===== config.mk =====
export PLATFORM = sky130hd
export DESIGN_NAME = dmem_arbiter_flat
export DESIGN_NICKNAME = d
export VERILOG_FILES = /design/src/rtl/dmem_arbiter_if.sv /design/src/rtl/dmem_arbiter.sv /design/src/flat_wrapper.sv
export SDC_FILE = /design/constraint.sdc
export NUM_CORES = 1
export LEC_CHECK = 0
export ABC_AREA = 1
export BUFFER_PORTS_ARGS = -buffer_cell sky130_fd_sc_hd__buf_2
export CORE_AREA = 2 2 117 119
export DETAILED_ROUTE_END_ITERATION = 8
export DIE_AREA = 0 0 119 121
export SLEW_MARGIN = 20
export SYNTH_ARGS = -nofsm -noshare
export SYNTH_HDL_FRONTEND = slang
export SYNTH_SLANG_ARGS = --single-unit
export TNS_END_PERCENT = 1

===== constraint.sdc =====
create_clock -name clk -period 1.3 [get_ports clk]
set_clock_uncertainty 0.05 [all_clocks]
set_input_delay 0.26 -clock clk [delete_from_list [all_inputs] [get_ports clk]]
set_output_delay 0.26 -clock clk [all_outputs]
set_load 0.02 [all_outputs]

===== src/rtl/dmem_arbiter_if.sv =====
// dmem_arbiter_if: bundles the three buses that meet at the data-memory arbiter.
//   cpu_*  : core load/store path (dataadr / writedata / memwrite)
//   host_* : host load/inspect port with req/ack handshake
//   mem_*  : single port of the data memory
// The slave modport is the arbiter's view; master is the surrounding system
// (core, host and memory together).
interface dmem_arbiter_if #(
  parameter int ADDR_W = 32,
  parameter int DATA_W = 32
);
  // core side
  logic              cpu_re;
  logic              cpu_we;
  logic [ADDR_W-1:0] cpu_addr;
  logic [DATA_W-1:0] cpu_wdata;
  logic [DATA_W-1:0] cpu_rdata;
  logic              cpu_stall;

  // host side
  logic              host_req;
  logic              host_we;
  logic [ADDR_W-1:0] host_addr;
  logic [DATA_W-1:0] host_wdata;
  logic              host_ack;
  logic [DATA_W-1:0] host_rdata;

  // memory side
  logic [ADDR_W-1:0] mem_addr;
  logic [DATA_W-1:0] mem_wdata;
  logic              mem_we;
  logic [DATA_W-1:0] mem_rdata;

  modport slave (
    input  cpu_re, cpu_we, cpu_addr, cpu_wdata,
    output cpu_rdata, cpu_stall,
    input  host_req, host_we, host_addr, host_wdata,
    output host_ack, host_rdata,
    output mem_addr, mem_wdata, mem_we,
    input  mem_rdata
  );

  modport master (
    output cpu_re, cpu_we, cpu_addr, cpu_wdata,
    input  cpu_rdata, cpu_stall,
    output host_req, host_we, host_addr, host_wdata,
    input  host_ack, host_rdata,
    input  mem_addr, mem_wdata, mem_we,
    output mem_rdata
  );
endinterface


===== src/rtl/dmem_arbiter.sv =====
// dmem_arbiter: shares the single data-memory port between the core and a
// host port. The core owns the bus by default; a pending host access is
// granted as soon as the core is idle, or after MAX_WAIT cycles of waiting
// behind core traffic, in which case the core is stalled for exactly one
// cycle and repeats its access on the following cycle.
//
// Optional build macro DMEM_ARB_STATS_EN adds a saturating 32-bit counter
// of core stall cycles on output stall_cnt.
module dmem_arbiter #(
  parameter int          ADDR_W   = 32,
  parameter int          DATA_W   = 32,
  parameter int unsigned MAX_WAIT = 4    // legal 1..255
) (
  input  logic           clk,
  input  logic           reset,          // asynchronous, active low
  dmem_arbiter_if.slave  bus
`ifdef DMEM_ARB_STATS_EN
  ,
  output logic [31:0]    stall_cnt
`endif
);

  typedef enum logic [1:0] {
    S_IDLE = 2'd0,
    S_WAIT = 2'd1,
    S_HOST = 2'd2
  } arb_state_t;

  // Value of wait_cnt in the last WAIT cycle before a forced grant.
  localparam logic [7:0] WAIT_LAST = 8'(MAX_WAIT - 1);

  arb_state_t        state;
  arb_state_t        state_nxt;
  logic [7:0]        wait_cnt;
  logic [7:0]        wait_cnt_nxt;

  logic              cpu_req;
  logic              sel_host;
  logic              stall;
  logic [ADDR_W-1:0] bus_addr;
  logic [DATA_W-1:0] bus_wdata;
  logic              bus_we;

  assign cpu_req = bus.cpu_re | bus.cpu_we;

  // State and wait counter registers; reset aborts any grant in progress.
  always_ff @(posedge clk or negedge reset) begin
    if (!reset) begin
      state    <= S_IDLE;
      wait_cnt <= 8'd0;
    end else begin
      state    <= state_nxt;
      wait_cnt <= wait_cnt_nxt;
    end
  end

  // Next-state logic: core priority, bounded wait for the host.
  always_comb begin
    state_nxt    = state;
    wait_cnt_nxt = wait_cnt;
    sel_host     = 1'b0;
    unique case (state)
      S_IDLE: begin
        if (bus.host_req) begin
          if (cpu_req) begin
            state_nxt    = S_WAIT;
            wait_cnt_nxt = 8'd0;
          end else begin
            state_nxt = S_HOST;
          end
        end
      end
      S_WAIT: begin
        wait_cnt_nxt = wait_cnt + 8'd1;
        if (!bus.host_req) begin
          // host withdrew its request; not a legal handshake, just recover
          state_nxt = S_IDLE;
        end else if (!cpu_req || (wait_cnt == WAIT_LAST)) begin
          state_nxt = S_HOST;
        end
      end
      S_HOST: begin
        sel_host  = 1'b1;
        // always drop back to IDLE so the core gets at least one cycle
        // between two host grants
        state_nxt = S_IDLE;
      end
      default: begin
        state_nxt = S_IDLE;
      end
    endcase
  end

  // Bus multiplexer: the host only owns the memory port in the HOST cycle.
  always_comb begin
    bus_addr  = bus.cpu_addr;
    bus_wdata = bus.cpu_wdata;
    bus_we    = bus.cpu_we;
    if (sel_host) begin
      bus_addr  = bus.host_addr;
      bus_wdata = bus.host_wdata;
      bus_we    = bus.host_we;
    end
  end

  // A core access coinciding with the host grant is blocked and must repeat.
  assign stall = sel_host & cpu_req;

  assign bus.mem_addr   = bus_addr;
  assign bus.mem_wdata  = bus_wdata;
  // Write enable is forced low while reset is held, independent of the core.
  assign bus.mem_we     = reset & bus_we;

  assign bus.cpu_rdata  = bus.mem_rdata;
  assign bus.cpu_stall  = stall;
  assign bus.host_ack   = sel_host;
  assign bus.host_rdata = bus.mem_rdata;

`ifdef DMEM_ARB_STATS_EN
  function automatic logic [31:0] sat_inc(input logic [31:0] val);
    return (&val) ? val : val + 32'd1;
  endfunction

  // Count core stall cycles, holding at all-ones instead of wrapping.
  always_ff @(posedge clk or negedge reset) begin
    if (!reset) begin
      stall_cnt <= 32'd0;
    end else if (stall) begin
      stall_cnt <= sat_inc(stall_cnt);
    end
  end
`endif

endmodule

===== src/flat_wrapper.sv =====
// flat-port wrapper written by rule: the top's interface ports become plain ports
module dmem_arbiter_flat 
#(
  parameter int          ADDR_W   = 32,
  parameter int          DATA_W   = 32,
  parameter int unsigned MAX_WAIT = 4                   
)
  (clk, reset, bus_cpu_re, bus_cpu_we, bus_cpu_addr, bus_cpu_wdata, bus_cpu_rdata, bus_cpu_stall, bus_host_req, bus_host_we, bus_host_addr, bus_host_wdata, bus_host_ack, bus_host_rdata, bus_mem_addr, bus_mem_wdata, bus_mem_we, bus_mem_rdata);
  dmem_arbiter_if #(.ADDR_W(ADDR_W), .DATA_W(DATA_W)) bus_i ();
  input  logic clk;
  input  logic reset;
  input wire logic [$bits(bus_i.cpu_re)-1:0] bus_cpu_re;
  input wire logic [$bits(bus_i.cpu_we)-1:0] bus_cpu_we;
  input wire logic [$bits(bus_i.cpu_addr)-1:0] bus_cpu_addr;
  input wire logic [$bits(bus_i.cpu_wdata)-1:0] bus_cpu_wdata;
  output wire logic [$bits(bus_i.cpu_rdata)-1:0] bus_cpu_rdata;
  output wire logic [$bits(bus_i.cpu_stall)-1:0] bus_cpu_stall;
  input wire logic [$bits(bus_i.host_req)-1:0] bus_host_req;
  input wire logic [$bits(bus_i.host_we)-1:0] bus_host_we;
  input wire logic [$bits(bus_i.host_addr)-1:0] bus_host_addr;
  input wire logic [$bits(bus_i.host_wdata)-1:0] bus_host_wdata;
  output wire logic [$bits(bus_i.host_ack)-1:0] bus_host_ack;
  output wire logic [$bits(bus_i.host_rdata)-1:0] bus_host_rdata;
  output wire logic [$bits(bus_i.mem_addr)-1:0] bus_mem_addr;
  output wire logic [$bits(bus_i.mem_wdata)-1:0] bus_mem_wdata;
  output wire logic [$bits(bus_i.mem_we)-1:0] bus_mem_we;
  input wire logic [$bits(bus_i.mem_rdata)-1:0] bus_mem_rdata;
  assign bus_i.cpu_re = bus_cpu_re;
  assign bus_i.cpu_we = bus_cpu_we;
  assign bus_i.cpu_addr = bus_cpu_addr;
  assign bus_i.cpu_wdata = bus_cpu_wdata;
  assign bus_cpu_rdata = bus_i.cpu_rdata;
  assign bus_cpu_stall = bus_i.cpu_stall;
  assign bus_i.host_req = bus_host_req;
  assign bus_i.host_we = bus_host_we;
  assign bus_i.host_addr = bus_host_addr;
  assign bus_i.host_wdata = bus_host_wdata;
  assign bus_host_ack = bus_i.host_ack;
  assign bus_host_rdata = bus_i.host_rdata;
  assign bus_mem_addr = bus_i.mem_addr;
  assign bus_mem_wdata = bus_i.mem_wdata;
  assign bus_mem_we = bus_i.mem_we;
  assign bus_i.mem_rdata = bus_mem_rdata;
  dmem_arbiter #(.ADDR_W(ADDR_W), .DATA_W(DATA_W), .MAX_WAIT(MAX_WAIT)) u_core (.clk(clk), .reset(reset), .bus(bus_i));
endmodule

==> impl_results.md, run 1 <==
- Crit Reg-Reg Endpoint: u_core.wait_cnt[0]$_DFFE_PN0P_
- CP Data Required Time: 0.99 ns
- Final core utilization: 0.2579
- Share of cells above drive strength 1: 0.5697
- Clk Latency, worst-skew pair: 0.24 ns
- Finish-stage setup viols: 67
- Hold_ws: 0.3030 ns
- Reg2Reg Setup Slack: 0.07 ns
- Dpl cells: approximately 680
- DR pass1 iterations: 4
- Most frequent cells in the layout: nand2_1 (172), buf_2 (142), nand2_2 (54), buf_6 (38), buf_4 (34)
- DRC: 0
- Reg clk slew, reported paths: 0.04 ns
- Failing checks: negative setup slack
- Hold_sp: bus_host_req
- IO Pins: 297
- Worst flop-to-flop path startpoint: u_core.state[0]$_DFFE_PN0P_
- Post-Syn Nets: 527
- Pin count of the biggest net entering global routing: 48
- Largest family of logic cells by synthesized area: simple AND/OR/NAND/NOR gates
- Final worst setup slack: -0.4481 ns
- DP Wirelength: 7.268 mm
- Hold Fails Final Rpt: 0
- Synth top area cells: nand2_1 (45%), buf_4 (27%), dfrtp_1 (13%)
- Cell taking the most area after synthesis: nand2_1
- WP data arrival: 1.44 ns
- Non-Filler Instances: between 600 and 700
- Post-Syn Instances: 360
- Period utilization: 1.345
- Setup crit start kind: flip-flop
- Vias in the first global route: roughly 2500
- Hold Path Stages: 5
- Maximum clock insertion buffer count: 2
- Mux contribution to synthesized area: 0
- Slew Limit Fails: 0
- CTS buffer count: 3
- Die width: 119 microns
- Total grt overflow: 0
- Layout area overhead: 76.51%
- Synth Area in Compound Gates: 0.01702
- Tmin final: between 1.5 and 2 ns
- VDD IR max: 570.7 uV
- Worst-path fanout max: 11
- TNS Setup: -26.35 ns
- Total die area: 14400 sq um
- Share of the synthesized area in the top cell type: 0.4457
- Final ANT Viol Nets: 0
- Max Clk Rate: 572.0 MHz
- Simple-Gate Fraction of Synth Area: 0.5059
- Hold Path Class: primary input to flip-flop
- GP Congestion: 0.8119
- NumNets Final: ~680
- Status: complete, but fails checks
- Synth Area in XOR/XNOR: 0.009162
- Crit path cell chain: inv_2 -> nor2_4 -> inv_2 -> buf_12 -> buf_12 -> nand2_1 -> nand2_2 -> buf_2
- Worst slew margin: 0.7670
- R2r worst-path depth: 7
- Pwr dens: 1265 nW/um^2
- H-tree Lvls: 1
- Total global-route track usage: 0.1143
- Routed vias: 2582
- Drt via density: about 3.8
- Slowest Stage Delay on Critical Path: approximately 0.36 ns
- Warning count from the yosys run: 0
- Syn_area_per_cell: roughly 5.3 sq um
- Crit end category: output pin
- Wire length of the first global-routing pass: 12.93 mm
- Max Cap Viol: 0
- # port buffers: 200
- Die Height: between 100 and 150 microns
- Clk Tree Root Cell: clkbuf_16
- Initial antenna violation count: 3
- Routed wire per std cell: between 10 and 15 microns
- Post-synthesis sequential area ratio: 0.1309
- Drt total wl: 8.946 mm
- Hold EP: u_core.state[0]$_DFFE_PN0P_
- Tot Pwr: between 0.004 and 0.005 W
- Row count: between 40 and 50
- Leak pwr: 1.951 nW
- Clock net sink count: 10
- Worst-Margin Slew: 0.3458 ns
- Core area: ~13000 sq um
- Register bit total from synthesis: 10
- CTS tree: done
- Commonest non-fill, non-tap cell in the layout: nand2_1
- Post-synthesis adder-cell area fraction: 0.006545
- Setup CP Type: flip-flop to output pin
- Slowest cell on crit path: dfrtp_1
- Synth unique cells: 15
- Initial DRC count: 60
- Netlist Area Pre-Place: 1912 sq um
- Starting Density: 0.1461
- RSZ-0062 raised after global routing: true
[how the worst max path moves through the flow]
stage	startpoint	endpoint	slack [ns]	cells after the start
6_report	u_core.state[1]$_DFFE_PN0P_	bus_mem_addr[29]	-0.45	8
5_1_grt	u_core.state[1]$_DFFE_PN0P_	bus_mem_wdata[6]	-0.52	8
4_1_cts	u_core.state[1]$_DFFE_PN0P_	bus_mem_we	-0.48	6
3_5_place_dp	u_core.state[0]$_DFFE_PN0P_	bus_mem_addr[11]	-0.22	6
3_3_place_gp	u_core.state[1]$_DFFE_PN0P_	bus_mem_we	-0.23	6
2_1_floorplan	u_core.state[0]$_DFFE_PN0P_	bus_mem_addr[10]	-0.03	6
[area by class of cell]
| class | instances | area (sq um) |
|---|---|---|
| sequential | 10 | 250.2 |
| antenna | 1 | 2.502 |
| clock buffer | 4 | 88.84 |
| multi-input combinational | 261 | 1207 |
| timing repair buffer | 223 | 1564 |
| fill | 1459 | 9711 |
| inverter | 11 | 41.29 |
| tap | 176 | 220.2 |
[cell usage after synthesis, drive strengths merged]
cell	instances
ha	1
nand3	9
or2	1
nor2	15
xor2	2
dfrtp	10
o21bai	1
o21ai	5
nand2	227
inv	11
buf	78
[registers in the layout, summed over array words and instances (netlist names)]
register         cells
u_core.state         2
u_core.wait_cnt      8
[metal layers]
metal / vias to the layer above / track usage / wire length, microns / share of wire
met5: - / 0 / 27 / 0.0030
met4: 4 / 0.01786 / 74 / 0.0083
met3: 12 / 0.07284 / 1295 / 0.14
met2: 177 / 0.1958 / 4258 / 0.48
met1: 1073 / 0.1207 / 3291 / 0.37
li1: 1316 / - / - / -
[per-stage QoR]
step,area [sq um],setup slack (ns)
4_1_cts,3269,-0.4758
5_1_grt,3372,-0.5162
3_5_place_dp,2885,-0.2181
3_3_place_gp,2885,-0.2301
6_report,3374,-0.4481
2_1_floorplan,2017,-0.03333
[critical path, delay by kind of cell (launching register included)]
family        cells  cell delay [ns]
simple gates      3             0.26
flops             1             0.36
buf+inv           5             0.57
[cell families after synthesis]
group / after synthesis
AO/OA/AOI/OAI: 6
XOR/XNOR: 2
adder cells (fa/ha/maj): 1
buffers and inverters: 89
flip-flops: 10
AND/OR/NAND/NOR: 252
[what timing repair did]
action,CTS,global route
buffers inserted,0,2
endpoints found under the setup margin,70,76
endpoints found under the hold margin,10,0
pin swaps,8,3
resized for setup,97,22
hold buffers,1,0
[power breakdown]
part | switching, W | internal [W] | leakage, nW
sequential | 0.0000627 | 0.000367 | 0.136
combinational | 0.00175 | 0.00147 | 1.77
clock | 0.000151 | 0.000463 | 0.0442
total | 0.00197 | 0.00230 | 1.95
Note: power is estimated with default switching activity, not from simulation.
==> run 2, diff against run 1 <==
--- a/config.mk
+++ b/config.mk
@@ -10,6 +10,7 @@
 export CORE_AREA = 2 2 117 119
 export DETAILED_ROUTE_END_ITERATION = 8
 export DIE_AREA = 0 0 119 121
+export SETUP_SLACK_MARGIN = 0.3
 export SLEW_MARGIN = 20
 export SYNTH_ARGS = -nofsm -noshare
 export SYNTH_HDL_FRONTEND = slang
==> run 2 against run 1 <==
  * The run still ends with negative setup slack left
  * Sequential power increased by 0.9%
  * Clock power is 13% lower
  * Power decreased by 3.2%
  * Sequential share of layout area hardly changed
  * Critical path depth is 1 lower
  * Count of clock-buffer cells in the layout decreased by 1
==> impl_results.md, run 2 (same netlist as run 1, synthesis figures left out) <==
- Status: complete, but fails checks
- Failing checks: negative setup slack
- Leak pwr: 1.933 nW
- Delay-heaviest family, CP: buffers and inverters
- Total die area: approximately 14000 sq um
- Hold Path Class: primary input to flip-flop
- DP Wirelength: 6.031 mm
- Starting Density: 0.1461
- Setup crit start kind: flip-flop
- Drt total wl: 8.160 mm
- Hold Path Stages: 6
- Slowest cell on crit path: dfrtp_1
- Final core utilization: 0.2562
- Crit path cell chain: inv_2 -> nor2_4 -> buf_12 -> clkbuf_16 -> nand2_2 -> nand2_2 -> buf_6
- # fillers: 1440
- RSZ-0062 raised after global routing: true
- Most frequent cells in the layout: buf_2 (166), nand2_1 (153), nand2_2 (73), buf_6 (33), buf_4 (12)
- Slew Limit Fails: 0
- Worst flop-to-flop path startpoint: u_core.state[0]$_DFFE_PN0P_
- Routed wire per std cell: 11.95 microns
- Routed vias: 2568
- Sw Pwr: 0.001965 W
- Reg clk slew, reported paths: 0.04 ns
- Clk Latency, worst-skew pair: roughly 0.23 ns
- Sw Share: 0.4757
- GP Congestion: between 0.7 and 0.8
- Final ANT Viol Nets: 0
- CTS buffer count: 3
- DR pass1 iterations: 4
- Total grt overflow: 0
- Crit Reg-Reg Endpoint: u_core.wait_cnt[0]$_DFFE_PN0P_
- Finish-stage setup viols: 67
- Placed cell areas: around 2800 sq um
- Clock power frac: 0.130
- Design area: 3352 sq um
- IO Pins: 297
- Layout area overhead: 75.33%
- Hold_ws: 0.3332 ns
- Total global-route track usage: 0.09650
- Clock net sink count: 10
- Core area: about 13000 sq um
- # port buffers: 200
- Worst-path fanout max: 8
- Critical path buffers and inverters: 4
- Seq pwr share: 0.105
- Register bank with the most flops: u_core.wait_cnt
- Pin count of the biggest net entering global routing: 37
- CP dominant cell by count: nand2_2
- Hold EP: u_core.state[1]$_DFFE_PN0P_
- Pwr dens: 1232 nW/um^2
- Max FFs per register: 8
- Drt via density: 3.760
- Hold_sp: bus_cpu_re
- Worst slew margin: 0.8699
- Max Cap Viol: 0
- VDD IR max: 810.8 uV
- Period utilization: 1.350
- Final worst setup slack: -0.4553 ns
- Die Height: 121 microns
- Clk Tree Root Cell: clkbuf_16
- Slowest Stage Delay on Critical Path: 0.36 ns
- CTS tree: done
- DRC: 0
- Setup CP Type: flip-flop to output pin
- Wire length of the first global-routing pass: 11.34 mm
- R2r worst-path depth: 7
- Max Clk Rate: ~570 MHz
- CP Data Required Time: roughly 0.99 ns
- Biggest regs: u_core.wait_cnt x8, u_core.state x2
- Vias in the first global route: 2373
- Die width: 119 microns
- Reg2Reg Setup Slack: 0.09 ns
- Maximum clock insertion buffer count: 2
- Crit end category: output pin
- Worst-Margin Slew: 0.1931 ns
- Row count: 42
- Tmin final: 1.755 ns
- NumNets Final: roughly 680
- Initial DRC count: 96
- Initial antenna violation count: 1
- Share of cells above drive strength 1: 0.6087
- Int Power: ~0.0022 W
- WP data arrival: 1.45 ns
- H-tree Lvls: 1
- Combinational share of power: 0.765
- Hold Fails Final Rpt: 0
- Commonest non-fill, non-tap cell in the layout: buf_2
## run 2: changes by cell type in the layout (fill, tap and decap cells not counted), sizes merged
cell and change:
clkbuf +2, buf -5
## run 2: worst reg2reg max path, cell delays in order, from the launching register on
cell	delay [ns]
dfrtp_1	0.40
buf_4	0.16
nor2_4	0.12
nand2_1	0.08
nand3_2	0.08
buf_4	0.13
nand2_1	0.04
o21ai_0	0.06
## run 2: metal layers
metal | wire, microns | global-route usage | vias up | share of wire
met4 | 31 | 0.01414 | 0 | 0.0038
met3 | 1165 | 0.05921 | 5 | 0.14
met5 | 0 | 0 | - | 0
met1 | 3129 | 0.1036 | 1077 | 0.38
li1 | - | - | 1310 | -
met2 | 3833 | 0.1652 | 176 | 0.47
## run 2: what timing repair did
action / 4_1_cts / 5_1_grt
gates resized for setup: 72 / 43
pin swaps: 17 / 9
cloned: 1 / 3
setup endpoints to repair: 77 / 77
buffers inserted: 1 / 2
hold buffers: 1 / 0
endpoints found under the hold margin: 10 / 0
## run 2: cell type report
type,instances,area (sq um),area share
Sequential cell,10,250.2,0.07465
Clock buffer,3,75.07,0.02240
Inverter,11,41.29,0.01232
Tap cell,176,220.2,0.06570
Multi-Input combinational cell,261,1262,0.3766
Antenna cell,1,2.502,0.0007465
Timing Repair Buffer,221,1500,0.4476
## run 2: how the worst max path moves through the flow
stage,slack [ns],startpoint,end,depth (start not counted)
floorplan,-0.0003,u_core.state[0]$_DFFE_PN0P_,bus_mem_addr[11],6
global placement,-0.21,u_core.state[1]$_DFFE_PN0P_,bus_mem_wdata[18],7
detailed placement,-0.25,u_core.state[1]$_DFFE_PN0P_,bus_mem_wdata[5],6
CTS,-0.44,u_core.state[0]$_DFFE_PN0P_,bus_mem_addr[31],6
global route,-0.53,u_core.state[1]$_DFFE_PN0P_,bus_mem_addr[31],7
finish,-0.46,u_core.state[1]$_DFFE_PN0P_,bus_mem_wdata[13],7
## run 2: power by group through the flow
stage / registers [W] / logic, W / clock network (W)
6_report: 0.000433 / 0.00316 / 0.000536
2_1_floorplan: 0.000423 / 0.00187 / 0
4_1_cts: 0.000419 / 0.00288 / 0.000538
3_5_place_dp: 0.000423 / 0.00248 / 0
3_3_place_gp: 0.000421 / 0.00246 / 0
5_1_grt: 0.000443 / 0.00342 / 0.000562
## run 2: metrics by stage
step	std cells	TNS, ns	power [W]	setup WS (ns)
floorplan	360	-0.002343	0.002293	-0.0002603
global placement	671	-11.53	0.002882	-0.2133
detailed placement	671	-13.67	0.002898	-0.2543
CTS	677	-27.06	0.003839	-0.4354
global route	682	-33.44	0.004429	-0.5326
finish	683	-27.98	0.004131	-0.4553
==> run 3, diff against run 2 <==
==> constraint.sdc (replaced) <==
create_clock -name clk -period 1.3 [get_ports clk]
set_clock_uncertainty 0.05 [all_clocks]
set_input_delay 0 -clock clk [delete_from_list [all_inputs] [get_ports clk]]
set_output_delay 0 -clock clk [all_outputs]
set_load 0.02 [all_outputs]
==> run 3 against run 2 <==
  * The run still ends with negative setup slack left
  * Via count up 1.8%
  * Final cell count up 2.6%
  * Non-clock buffer count increased by 19
  * Maximum frequency up 19%
  * Critical path type unchanged
  * Critical path depth stayed put
  * Count of clock-buffer cells in the layout did not move
  * Die area unchanged
  * Power down 9.8%
  * Core utilization is 0.76 points lower
  * Flip-flop and latch count stayed put
  * Highest routed layer unchanged
  * Combinational power down 13%
==> impl_results.md, run 3 (same netlist as run 1, synthesis figures left out) <==
- Status: complete, but fails checks
- Failing checks: negative setup slack
- Tmin final: 1.475 ns
- Wire length of the first global-routing pass: 11.27 mm
- Leak pwr: around 1.9 nW
- Total grt overflow: 0
- Reg2Reg Setup Slack: 0.03 ns
- IO Pins: 297
- ANT cells: 0
- Hold EP: u_core.state[0]$_DFFE_PN0P_
- Tot Pwr: 0.003724 W
- Clock net sink count: 10
- Total die area: 14400 sq um
- Starting Density: 0.1461
- WP data arrival: 1.42 ns
- Max FFs per register: 8
- Hold Fails Final Rpt: 0
- Row count: 42
- Wire length on met1: around 3.1 mm
- Setup crit start kind: flip-flop
- CTS tree: done
- RSZ-0062 raised after global routing: true
- CTS buffer count: 3
- Met2 wire length: 3.727 mm
- Clk Latency, worst-skew pair: 0.24 ns
- Pin count of the biggest net entering global routing: 42
- Crit path from: u_core.state[1]$_DFFE_PN0P_
- Crit Reg-Reg Endpoint: u_core.wait_cnt[0]$_DFFE_PN0P_
- Drt total wl: 7.635 mm
- Core area: roughly 13000 sq um
- Combinational share of power: 0.735
- Worst flop-to-flop path startpoint: u_core.state[0]$_DFFE_PN0P_
- Post-CTS setup buffers: 0
- Hold_sp: bus_host_req
- NumNets Final: between 600 and 700
- Sw Pwr: 0.001955 W
- Die width: 119 microns
- Finish-stage setup viols: 66
- Initial antenna violation count: 0
- Max Cap Viol: 0
- Worst-path fanout max: 25
- Register bank with the most flops: u_core.wait_cnt
- Drt via density: roughly 3.7
- Period utilization: 1.134
- Layout area overhead: 70.16%
- Routed vias: 2613
- Slew Limit Fails: 0
- Maximum clock insertion buffer count: 2
- Share of cells above drive strength 1: 0.5143
- Met3 wire len: slightly above 700 microns
- GP Congestion: approximately 0.73
- Most frequent cells in the layout: buf_2 (190), nand2_1 (179), nand2_2 (48), dlygate4sd3_1 (33)
- Routed wire per std cell: between 10 and 15 microns
- H-tree Lvls: 1
- Clock power frac: 0.146
- Commonest non-fill, non-tap cell in the layout: buf_2
- Max Clk Rate: between 600 and 700 MHz
- Worst slew margin: 0.6802
- Setup CP Type: flip-flop to output pin
- Biggest regs: u_core.wait_cnt x8, u_core.state x2
- Die Height: about 120 microns
- Crit end category: output pin
- DR pass1 iterations: 4
- # fillers: 1465
- Reg clk slew, reported paths: 0.04 ns
- Worst-Margin Slew: roughly 0.48 ns
- DP Wirelength: 5.537 mm
- Hold_ws: 0.04988 ns
- CP Data Required Time: 1.25 ns
- Hold Path Class: primary input to flip-flop
- # port buffers: 200
- Seq pwr share: 0.119
- Clk Tree Root Cell: clkbuf_16
- Hold Path Stages: 5
- Vias in the first global route: 2369
- VDD IR max: 655.7 uV
- Initial DRC count: 66
- Int Power: 0.001769 W
- Total global-route track usage: 0.09444
- Final worst setup slack: -0.1747 ns
- Sw Share: 0.5250
- Final ANT Viol Nets: 0
- Top Layer Used: met4
- DRC: 0
- R2r worst-path depth: 6
- Pwr dens: 1145 nW/um^2
==> run 3: changes by cell type in the layout (fill, tap and decap cells not counted), sizes merged <==
cell / before / now
clkbuf: 6 / 3
buf: 217 / 207
dlygate4sd3: 1 / 33
diode: 1 / 0
==> run 3: layout make-up <==
type | count | area, sq um | share of cell area
Sequential cell | 10 | 251.5 | 0.07731
Multi-Input combinational cell | 261 | 1200 | 0.3688
Clock buffer | 3 | 75.07 | 0.02308
Inverter | 11 | 41.29 | 0.01269
Tap cell | 176 | 220.2 | 0.06769
Timing Repair Buffer | 240 | 1465 | 0.4504
==> run 3: power by group through the flow <==
| stage | Sequential, W | Clock [W] | Combinational (W) |
|---|---|---|---|
| after floorplan | 0.000426 | 0 | 0.00187 |
| after CTS | 0.000441 | 0.000557 | 0.00273 |
| final | 0.000443 | 0.000543 | 0.00274 |
| after global routing | 0.000452 | 0.000566 | 0.00300 |
| after global placement | 0.000435 | 0 | 0.00240 |
| after detailed placement | 0.000433 | 0 | 0.00240 |
==> run 3: worst max path at each step <==
| stage | endpoint | slack, ns | cells after the start |
|---|---|---|---|
| 3_3_place_gp | bus_mem_wdata[6] | -0.05 | 5 |
| 4_1_cts | bus_mem_wdata[6] | -0.19 | 6 |
| 2_1_floorplan | u_core.wait_cnt[6]$_DFFE_PN0P_ | 0.21 | 6 |
| 5_1_grt | bus_mem_wdata[6] | -0.25 | 6 |
| 3_5_place_dp | bus_mem_wdata[6] | -0.05 | 5 |
| 6_report | bus_mem_wdata[28] | -0.17 | 7 |
==> run 3: per-stage QoR <==
| stage | setup slack [ns] | std cells | setup TNS [ns] | util | area (sq um) |
|---|---|---|---|---|---|
| after floorplan | 0.2051 | 360 | 0 | - | 2034 |
| after global placement | -0.05149 | 665 | -0.08738 | 0.2106 | 2755 |
| after detailed placement | -0.04536 | 665 | -0.07033 | 0.2106 | 2755 |
| after CTS | -0.1909 | 701 | -9.806 | 0.2463 | 3223 |
| after global routing | -0.2545 | 701 | -14.20 | 0.2486 | 3253 |
| final | -0.1747 | 701 | -8.696 | 0.2486 | 3253 |
==> run 3: per-layer routing <==
metal,global-route usage,up-vias
li1,-,1340
met3,0.02303,5
met5,0,-
met1,0.1223,1124
met2,0.1580,144
met4,0.02232,0
==> run 3: worst max-delay path, stage by stage (launching register included) <==
cell     delay, ns
dfrtp_1       0.35
inv_2         0.06
nor2_4        0.18
inv_2         0.09
buf_12        0.17
nand2_1       0.07
nand2_1       0.08
buf_2         0.17
==> run 3: repair_timing <==
item                       4_1_cts  5_1_grt
gates resized for setup         18       11
pin swaps                        7        0
setup endpoints to repair       77       77
hold endpoints to repair        74        0
hold buffers                    33        0
